$ cat src/rtl/vscale_md_unit.sv
// vscale_md_unit: iterative RV32M multiply/divide unit beside the DX-stage ALU.
// Ports: clk/reset (async, active-high); req_valid/req_ready/req_op/req_in_1/req_in_2
// request port; kill aborts; resp_valid/resp_ready/resp_result response port.
// Latency: accept, 32 compute cycles, then DONE until resp_ready; req_ready only in IDLE.
module vscale_md_unit #(
  parameter int XPR_LEN = 32
) (
  input  logic               clk,
  input  logic               reset,
  input  logic               req_valid,
  output logic               req_ready,
  input  logic [2:0]         req_op,
  input  logic [XPR_LEN-1:0] req_in_1,
  input  logic [XPR_LEN-1:0] req_in_2,
  input  logic               kill,
  output logic               resp_valid,
  input  logic               resp_ready,
  output logic [XPR_LEN-1:0] resp_result
);
  localparam int W = XPR_LEN;

  typedef enum logic [1:0] {S_IDLE, S_COMPUTE, S_DONE} state_t;

  state_t         state_q, state_d;
  logic [4:0]     cnt_q, cnt_d;
  logic [2:0]     op_q, op_d;
  logic           neg_a_q, neg_a_d;
  logic           neg_b_q, neg_b_d;
  logic [W-1:0]   a_q, a_d;
  logic [W-1:0]   b_q, b_d;
  // Multiply: {partial high, remaining multiplier bits}.
  // Divide:   {partial remainder, dividend bits shifting out / quotient bits shifting in}.
  logic [2*W-1:0] acc_q, acc_d;

  logic           sign_a, sign_b, in_neg_a, in_neg_b;
  logic [W-1:0]   mag_a, mag_b;
  logic [W:0]     mul_sum, div_rs;
  logic           div_ge;
  logic [2*W-1:0] prod_signed;
  logic [W-1:0]   quo_signed, rem_signed;

  // Operand signedness from funct3: MULH, DIV, REM signed both; MULHSU signed a only.
  always_comb begin
    sign_a   = (req_op == 3'd1) || (req_op == 3'd2) || (req_op == 3'd4) || (req_op == 3'd6);
    sign_b   = (req_op == 3'd1) || (req_op == 3'd4) || (req_op == 3'd6);
    in_neg_a = sign_a && req_in_1[W-1];
    in_neg_b = sign_b && req_in_2[W-1];
    mag_a    = in_neg_a ? (~req_in_1 + 1'b1) : req_in_1;
    mag_b    = in_neg_b ? (~req_in_2 + 1'b1) : req_in_2;
  end

  // One iteration of each algorithm, computed from the current registers.
  always_comb begin
    mul_sum = {1'b0, acc_q[2*W-1:W]} + (acc_q[0] ? {1'b0, a_q} : '0);
    div_rs  = {acc_q[2*W-1:W], acc_q[W-1]};
    div_ge  = (div_rs >= {1'b0, b_q});
  end

  always_comb begin
    state_d = state_q;
    cnt_d   = cnt_q;
    op_d    = op_q;
    neg_a_d = neg_a_q;
    neg_b_d = neg_b_q;
    a_d     = a_q;
    b_d     = b_q;
    acc_d   = acc_q;
    case (state_q)
      S_IDLE: begin
        if (req_valid) begin
          state_d = S_COMPUTE;
          cnt_d   = '0;
          op_d    = req_op;
          neg_a_d = in_neg_a;
          neg_b_d = in_neg_b;
          a_d     = mag_a;
          b_d     = mag_b;
          acc_d   = req_op[2] ? {{W{1'b0}}, mag_a} : {{W{1'b0}}, mag_b};
        end
      end
      S_COMPUTE: begin
        if (op_q[2]) begin
          // Remainder is always < divisor, so the low W bits of the difference suffice.
          acc_d = {(div_ge ? (div_rs[W-1:0] - b_q) : div_rs[W-1:0]), acc_q[W-2:0], div_ge};
        end else begin
          acc_d = {mul_sum, acc_q[W-1:1]};
        end
        cnt_d = cnt_q + 5'd1;
        if (cnt_q == 5'd31) state_d = S_DONE;
      end
      S_DONE: begin
        if (resp_ready) state_d = S_IDLE;
      end
      default: state_d = S_IDLE;
    endcase
    // Abort wins; whatever the datapath loaded this cycle is never reported.
    if (kill) state_d = S_IDLE;
  end

  always_ff @(posedge clk or posedge reset) begin
    if (reset) begin
      state_q <= S_IDLE;
      cnt_q   <= '0;
      op_q    <= '0;
      neg_a_q <= 1'b0;
      neg_b_q <= 1'b0;
      a_q     <= '0;
      b_q     <= '0;
      acc_q   <= '0;
    end else begin
      state_q <= state_d;
      cnt_q   <= cnt_d;
      op_q    <= op_d;
      neg_a_q <= neg_a_d;
      neg_b_q <= neg_b_d;
      a_q     <= a_d;
      b_q     <= b_d;
      acc_q   <= acc_d;
    end
  end

  assign req_ready  = (state_q == S_IDLE);
  assign resp_valid = (state_q == S_DONE);

  // Result is decoded purely from registers, so it is stable while DONE is held.
  // A zero divisor keeps the all-ones quotient and the untouched dividend as remainder.
  always_comb begin
    prod_signed = (neg_a_q ^ neg_b_q) ? (~acc_q + 1'b1) : acc_q;
    quo_signed  = ((neg_a_q ^ neg_b_q) && (b_q != '0)) ? (~acc_q[W-1:0] + 1'b1) : acc_q[W-1:0];
    rem_signed  = neg_a_q ? (~acc_q[2*W-1:W] + 1'b1) : acc_q[2*W-1:W];
    case (op_q)
      3'd0:                resp_result = prod_signed[W-1:0];
      3'd1, 3'd2, 3'd3:    resp_result = prod_signed[2*W-1:W];
      3'd4, 3'd5:          resp_result = quo_signed;
      default:             resp_result = rem_signed;
    endcase
  end
endmodule

$ cat config.mk
export PLATFORM = sky130hd
export DESIGN_NAME = vscale_md_unit
export DESIGN_NICKNAME = d
export VERILOG_FILES = /design/src/rtl/vscale_md_unit.sv
export SDC_FILE = /design/constraint.sdc
export NUM_CORES = 1
export LEC_CHECK = 0
export BUFFER_PORTS_ARGS = -buffer_cell sky130_fd_sc_hd__buf_2
export CAP_MARGIN = 10
export CORE_MARGIN = 2
export CORE_UTILIZATION = 40
export DETAILED_ROUTE_END_ITERATION = 7
export PLACE_DENSITY = 0.63
export SKIP_CTS_REPAIR_TIMING = 1
export SKIP_LAST_GASP = 1
export SYNTH_ARGS = -nofsm -noshare
export SYNTH_HDL_FRONTEND = slang
export SYNTH_SLANG_ARGS = --single-unit
export TNS_END_PERCENT = 50
$ cat constraint.sdc
create_clock -name clk -period 7.26 [get_ports clk]
set_input_delay 1.089 -clock clk [delete_from_list [all_inputs] [get_ports clk]]
set_output_delay 1.089 -clock clk [all_outputs]
set_load 0.05 [all_outputs]
## Yosys cells after proc, flatten, opt, wreduce, memory -nomap -nowiden

Index checks and enable logic that the tools add are counted.

| storage, ports and cells | value |
|---|---|
| input port bits | 72 |
| output and inout bits | 34 |
| bits in writable memories | 0 |
| flip-flop bits (word level) | 140 |
| latch bits | 0 |
| memory bits (read-only) | 0 |
| memories kept | 0 |

| cells by class | value |
|---|---|
| add/subtract/negate cells | 8 |
| equality and inequality tests | 16 |
| magnitude comparators | 1 |
| shift-type cells | 0 |
| bitwise gates (word level) | 6 |
| reductions and logical operators | 17 |
| $mul | 0 |
| multiplexer cells | 19 |
| divide/modulo/power cells | 0 |

Operators with widths:

| operator | number |
|---|---|
| 32-bit 2-to-1 mux | 7 |
| 64-bit 2-to-1 mux | 3 |
| 32-bit by 1-bit adder with 32-bit output (second input constant) | 4 |
| 32-bit NOT | 4 |
| 64-bit case mux with 2 select lines | 1 |
| 32-bit case mux with 3 select lines | 1 |
| 64-bit by 1-bit adder with 64-bit output (second input constant) | 1 |
| 64-bit NOT | 1 |
| 32-bit by 32-bit adder with 33-bit output | 1 |
| 33-bit by 32-bit greater-or-equal comparator with 1-bit output | 1 |
| 32-bit nonzero test | 1 |
| 32-bit subtractor | 1 |
| 3-bit equality test (second input constant) | 4 |
| 5-bit case mux with 2 select lines | 1 |
| 3-bit by 2-bit equality test with 1-bit output (second input constant) | 3 |
| 2-bit 2-to-1 mux | 4 |
| 3-bit by 1-bit equality test with 1-bit output (second input constant) | 2 |
| 3-bit by 2-bit != test with 1-bit output (second input constant) | 2 |
| 2-bit case mux with 3 select lines | 1 |
| 5-bit by 1-bit adder with 5-bit output (second input constant) | 1 |
| 5-bit equality test (second input constant) | 1 |
| 1-bit logical OR | 5 |
| 5-bit 2-to-1 mux | 1 |
| 2-bit AND reduction | 2 |
| other kinds (12) | 14 |

## Longest topological paths before layout

Gate-level depths: netlist of run 1.

| depth | value |
|---|---|
| word-level depth | 9 |
| mapped depth | 15 |

## Least setup slack after synthesis of run 1

Ideal clock, no wire load.

| timing path | value |
|---|---|
| kind | register -> output |
| start | register acc_q[0] |
| end | output port resp_result[16] |
| path slack | 2114 ps |
| cell stages (with the launch flop) | 15 |
| arrival | 4057 ps |
| cell sequence | dfrtp_1 -> clkbuf_1 -> clkbuf_1 -> inv_1 -> ha_1 -> or3b_4 -> or4_4 -> buf_6 -> or3_4 -> nor3_2 -> buf_4 -> a21oi_1 -> xor2_1 -> a21oi_1 -> o21ai_0 |

| on the way | value |
|---|---|
| longest elaborated chain between the ends | 4 |

RTL lines:

| what | RTL line | text |
|---|---|---|
| from (decl) | 33 | `logic [2*W-1:0] acc_q, acc_d;` |
| from (signal assigned) | 109 | `acc_q <= '0;` |
| from (signal assigned) | 118 | `acc_q <= acc_d;` |
| 64-bit NOT / 32-bit NOT (equally long branches) | 128, 129 |  |
| 64-bit by 1-bit adder with 64-bit output / 32-bit by 1-bit adder with 32-bit output (equally long branches) | 128, 129 |  |
| 64-bit 2-to-1 mux / 32-bit 2-to-1 mux (equally long branches) | 128, 129 |  |
| 32-bit case mux with 3 select lines * | 131 | `case (op_q)` |
| to (decl) | 18 | `output logic [XPR_LEN-1:0] resp_result` |

Mark *: on every way between the ends. The rest lies on a longest branch, timed or not.

## Worst setup path after layout of run 1

| timing path | value |
|---|---|
| start | register acc_q[1] |
| end | output port resp_result[8] |

Same word-level chain as after synthesis.

==> results of run 1 <==
layout by cell type (no fill, tap or decap), types with 38 or more instances in the layout:
cell     netlist  layout
o21ai_0      212     212
dfrtp_1      140     139
xor2_1        85      84
mux2i_1       64      64
a21o_1        45      45
nor3_1        38      38
nand2_1      247     246
a31oi_1       41      41
ha_1          70      70
nand3_1       40      40
nor2_1       131     130
buf_2          5     105
inv_1         71      70
and2_1        52      52
xnor2_1       97      96
a21oi_1      147     147
final timing paths:
check                                             end                  from  slack, ns  depth (start not counted)
worst max-delay path                   resp_result[8]  acc_q[1]$_DFFE_PP0P_       1.76                         11
worst min register to register     a_q[7]$_DFFE_PP0P_    a_q[7]$_DFFE_PP0P_       0.47                          2
worst max register to register  acc_q[59]$_DFFE_PP0P_  acc_q[0]$_DFFE_PP0P_       2.69                         14
max in group asynchronous         op_q[2]$_DFFE_PP0P_                 reset       5.13                          3
worst min-delay path               a_q[7]$_DFFE_PP0P_    a_q[7]$_DFFE_PP0P_       0.47                          2
min in group asynchronous         b_q[15]$_DFFE_PP0P_                 reset       0.82                          2
kinds of logic after synthesis:
logic type	synth area share, %
AO/OA/AOI/OAI	27.5
buffers and inverters	5.71
adder cells (fa/ha/maj)	6.04
AND/OR/NAND/NOR	22.8
XOR/XNOR	10.5
flip-flops	23.1
multiplexers	4.44
critical path: stages (launching register included):
cell and delay (ns):
dfrtp_1 0.41, inv_1 0.13, ha_1 0.19, or3b_4 0.41, or4_4 0.48, or3_4 0.42, nor3_2 0.86, a21oi_1 0.17
xor2_1 0.19, a221oi_1 0.33, a21oi_1 0.12, buf_2 0.26
flip-flops by register name (all words and copies together), names as in the netlist:
signal / count
a_q: 32
neg_a_q: 1
b_q: 32
neg_b_q: 1
cnt_q: 5
op_q: 3
acc_q: 64
state_q: 2
power groups by stage:
stage / clock (W) / combinational, W / sequential, W
2_1_floorplan: 0 / 0.00293 / 0.00110
3_3_place_gp: 0 / 0.00376 / 0.00140
3_5_place_dp: 0 / 0.00379 / 0.00140
4_1_cts: 0.000903 / 0.00381 / 0.00139
5_1_grt: 0.000934 / 0.00421 / 0.00142
6_report: 0.000901 / 0.00390 / 0.00141
area by class of cell:
type / instances / area (um^2)
tap: 511 / 639
sequential: 140 / 3500
clock inverter: 12 / 136
clock buffer: 20 / 457
inverter: 72 / 275
timing repair buffer: 127 / 691
fill: 3875 / 20900
multi-input combinational: 1672 / 10800
stage by stage:
stage,worst slack [ns],cells,utilization [%],total power [W]
2_1_floorplan,2.11,2031,-,0.00403
3_3_place_gp,2.37,2522,42.5,0.00516
3_5_place_dp,2.30,2522,42.5,0.00519
4_1_cts,1.81,2554,44.1,0.00610
5_1_grt,1.46,2554,44.1,0.00657
6_report,1.76,2554,44.1,0.00621
routing by layer:
metal  wire length (um)  share of wire [%]
met3               4520                7.8
met1              25900                 45
met5                  0                  0
met4               1980                3.4
met2              25300                 44
==> flow_summary.json, run 1 <==
{
  "status": "complete, no violations",
  "initial_core_util_pct": 40.5,
  "dr_total_vias": 15700,
  "p_comb_share_pct": 62.8,
  "fin_setup_tns_ns": 0,
  "syn_nets": 2175,
  "met3_usage_pct": 3.31,
  "worstMarginPinSlew_ns": 1.05,
  "drtIter0Drc": 1763,
  "swShare_pct": 53.3,
  "switchingPower_w": 0.00331,
  "area_growth_pct": 9.00,
  "fin_area_um2": 16500,
  "clkTransAtPathRegs_ns": 0.06,
  "num_rows": 71,
  "grt_pass1_vias": 14500,
  "critPathRequiredTime_ns": 6.17,
  "whs_ns": 0.473,
  "clkPwrFrac_pct": 14.5,
  "antenna_found_initial": 0,
  "ctsHtreeMaxLevel": 4,
  "routed_via_density": 6.14,
  "gr-usage-met1_pct": 41.7,
  "pin_count": 106,
  "ys_top_cells_by_area": "dfrtp_1, o21ai_0, nand2_1",
  "numCtsBuffers": 17,
  "grt_util_all_layers_pct": 29.1,
  "synth-main-ff-cell": "dfrtp_1",
  "p_leak_nw": 7.14,
  "clk_latency_ns": 0.44,
  "core_um2": 37500,
  "die_h_um": 199,
  "drc": 0,
  "synth_cells": 2031,
  "max_freq_mhz": 182,
  "diodes": 0,
  "yosysMostFrequentCell": "nand2_1",
  "max_slew_margin_pct": 29.8,
  "gr-total-overflow": 0,
  "place.gp.congestion": 0.967,
  "yosys.area.top_type": "dfrtp_1",
  "cp_data_arrival_time_ns": 4.41,
  "cts_tree": "done",
  "grt_pass1_wl_um": 87200,
  "final_hold_viol_count": 0,
  "placed_area_um2": 15900,
  "yosysTopAreaCellShare_pct": 23.1,
  "netlist_top_cells_count": "nand2_1, o21ai_0, a21oi_1",
  "cts_root_buf": "clkbuf_16",
  "skew_ns": 0.00902,
  "setup_violations": 0,
  "nets": 2174,
  "cp-end-kind": "primary output",
  "grt_start_max_net_pins": 95,
  "ys_ff_latch": 140,
  "min_period_ns": 5.50,
  "drtAntennaViolNets": 0,
  "die_x_um": 199,
  "p_per_area_nw_per_um2": 375,
  "synth_cell_types": 85,
  "grt_busiest_layer": "met2",
  "slew_violations": 0,
  "clock_sinks": 140,
  "async_flop_share_pct": 100,
  "seq_power_share_pct": 22.7,
  "synth_edf_count": 0,
  "synth_area_um2": 15200,
  "drv_cap": 0,
  "worst_setup_path_start_kind": "flop",
  "drive_gt1_share_pct": 10.4,
  "vdd_ir_drop_max_mv": 0.176,
  "hold_path_class": "reg -> reg",
  "syn_avg_cell_area_um2": 7.47,
  "internal_power_w": 0.00290,
  "critPathKind": "reg -> out",
  "wl_um": 57700,
  "wl_per_cell_um": 22.6,
  "fin_crit_sh_pct": 75.8,
  "seq_area_frac_synth_pct": 23.1,
  "clock_path_buffers": 2,
  "hpwlAfterDp_um": 44600,
  "portBuffers": 105,
  "gr-usage-met2_pct": 45.1,
  "ys_warn_count": 0,
  "rsz0062_at_grt": "false",
  "dieArea_um2": 39500,
  "dr.pass1.iters": 6,
  "cp_max_fo": 13
}
(Power assumes the default switching activity.)
==> inputs of run 2 (changes only) <==
Clock period 7.26 ns to 5.08 ns, I/O delays scaled along.
==> flow_summary.json, run 2 (synthesized netlist as in run 1, its figures left out) <==
{
  "status": "complete, no violations",
  "clock_path_buffers": 2,
  "portBuffers": 105,
  "die_h_um": 199,
  "fin_ws_ns": 0.209,
  "critPathRequiredTime_ns": 4.32,
  "gr-total-overflow": 0,
  "wl_per_cell_um": 22.6,
  "fin_setup_tns_ns": 0,
  "layout_commonest_cell": "nand2_1",
  "antenna_found_initial": 0,
  "drv_cap": 0,
  "cpMaxStageDelayCell": "a222oi_1",
  "max_freq_mhz": 205,
  "vdd_ir_drop_max_mv": 0.274,
  "hpwlAfterDp_um": 45300,
  "grt_pass1_vias": 14500,
  "critPathKind": "reg -> out",
  "pre_cts_slack_ns": 0.766,
  "dr_total_vias": 15900,
  "crit_top_cell": "or3_4",
  "ctsHtreeMaxLevel": 4,
  "regMostFlops": "acc_q",
  "p_per_area_nw_per_um2": 531,
  "initial_core_util_pct": 40.5,
  "drtAntennaViolNets": 0,
  "cp_max_fo": 6,
  "final_cell_mix": "nand2_1, o21ai_0, a21oi_1",
  "nets": 2197,
  "fin_crit_sh_pct": 95.9,
  "final_hold_viol_count": 0,
  "slew_violations": 0,
  "worstMarginPinSlew_ns": 0.978,
  "reg.largest.list": "acc_q x64, a_q x32, b_q x32",
  "place.gp.congestion": 0.986,
  "clock_sinks": 140,
  "cp_slowest_stage_delay_ns": 0.52,
  "grt_util_all_layers_pct": 29.4,
  "area_growth_pct": 9.88,
  "finalPower_w": 0.00886,
  "diodes": 0,
  "hold_path_class": "in -> async",
  "grt_start_max_net_pins": 95,
  "cp_data_arrival_time_ns": 4.11,
  "num_rows": 71,
  "cts_tree": "done",
  "clkTransAtPathRegs_ns": 0.06,
  "p_leak_nw": 7.25,
  "drc": 0,
  "routed_via_density": 6.16,
  "core_um2": 37500,
  "pin_count": 106,
  "largest_register_ffs": 64,
  "cp_cell_sequence": "inv_1, ha_1, or3b_4, or4_4, or3_4, or3_4, nor2b_4, a21o_1, a222oi_1, a22oi_1, buf_2",
  "rsz0062_at_grt": "false",
  "skew_ns": 0.0142,
  "setup_violations": 0,
  "dieArea_um2": 39500,
  "dr.pass1.iters": 5,
  "drtIter0Drc": 1677,
  "cts_root_buf": "clkbuf_16",
  "path_buf_inv": 2,
  "cp_top_family": "simple AND/OR/NAND/NOR gates",
  "cp-end-kind": "primary output",
  "wl_um": 58300,
  "max_slew_margin_pct": 34.6,
  "numCtsBuffers": 17,
  "die_x_um": 199,
  "grt_pass1_wl_um": 88200,
  "min_period_ns": 4.87,
  "clk_latency_ns": 0.43,
  "worst_setup_path_start_kind": "flop",
  "drive_gt1_share_pct": 11.3
}
run 2: worst register-to-register path, cell delays in order, from the launching register on:
cell and delay, ns:
dfrtp_1 0.55, ha_1 0.51, and4_1 0.24, and2_1 0.26, o21ai_0 0.25, a21o_1 0.26, a21boi_1 0.36, a211o_1 0.29
a21o_1 0.47, buf_4 0.27, mux2_2 0.34, o221ai_1 0.17
run 2: stage by stage:
| step | hold WS [ns] | utilization (%) | instance area (um^2) | cells |
|---|---|---|---|---|
| 4_1_cts | 0.468 | 44.5 | 16700 | 2576 |
| 6_report | 0.451 | 44.5 | 16700 | 2576 |
| 2_1_floorplan | 0.438 | - | 15200 | 2031 |
| 3_5_place_dp | 0.462 | 43.0 | 16100 | 2545 |
| 5_1_grt | 0.487 | 44.5 | 16700 | 2576 |
| 3_3_place_gp | 0.454 | 43.0 | 16100 | 2545 |
run 2: layer usage:
layer,GRT usage (%),vias up,wire length [um]
met3,4.48,123,4640
li1,-,7390,-
met5,0,-,0
met2,44.7,756,25200
met4,12.0,0,2450
met1,41.6,7597,25900
run 2: worst paths after layout:
check                      slack (ns)                   from  cells after the start                    end
setup / recovery                 0.21   acc_q[1]$_DFFE_PP0P_                     11        resp_result[12]
max in group asynchronous        3.62                  reset                      3    op_q[1]$_DFFE_PP0P_
hold / removal                   0.45                  reset                      2    b_q[14]$_DFFE_PP0P_
hold reg to reg                  0.47     a_q[4]$_DFFE_PP0P_                      2     a_q[4]$_DFFE_PP0P_
min in group clk                 0.47     a_q[4]$_DFFE_PP0P_                      2     a_q[4]$_DFFE_PP0P_
setup reg to reg                 1.01  acc_q[37]$_DFFE_PP0P_                     11  acc_q[32]$_DFFE_PP0P_
run 2: area by class of cell:
class,count,area [um^2]
Clock buffer,20,457
Tap cell,511,639
Multi-Input combinational cell,1672,10800
Clock inverter,11,83.8
Timing Repair Buffer,150,876
Sequential cell,140,3500
Fill cell,3902,20800
Inverter,72,275
run 2: where the power goes:
group,internal [W],total (W),switching (W)
combinational,0.00209,0.00572,0.00363
clock,0.000653,0.00118,0.000527
sequential,0.00136,0.00195,0.000591
total,0.00411,0.00886,0.00475
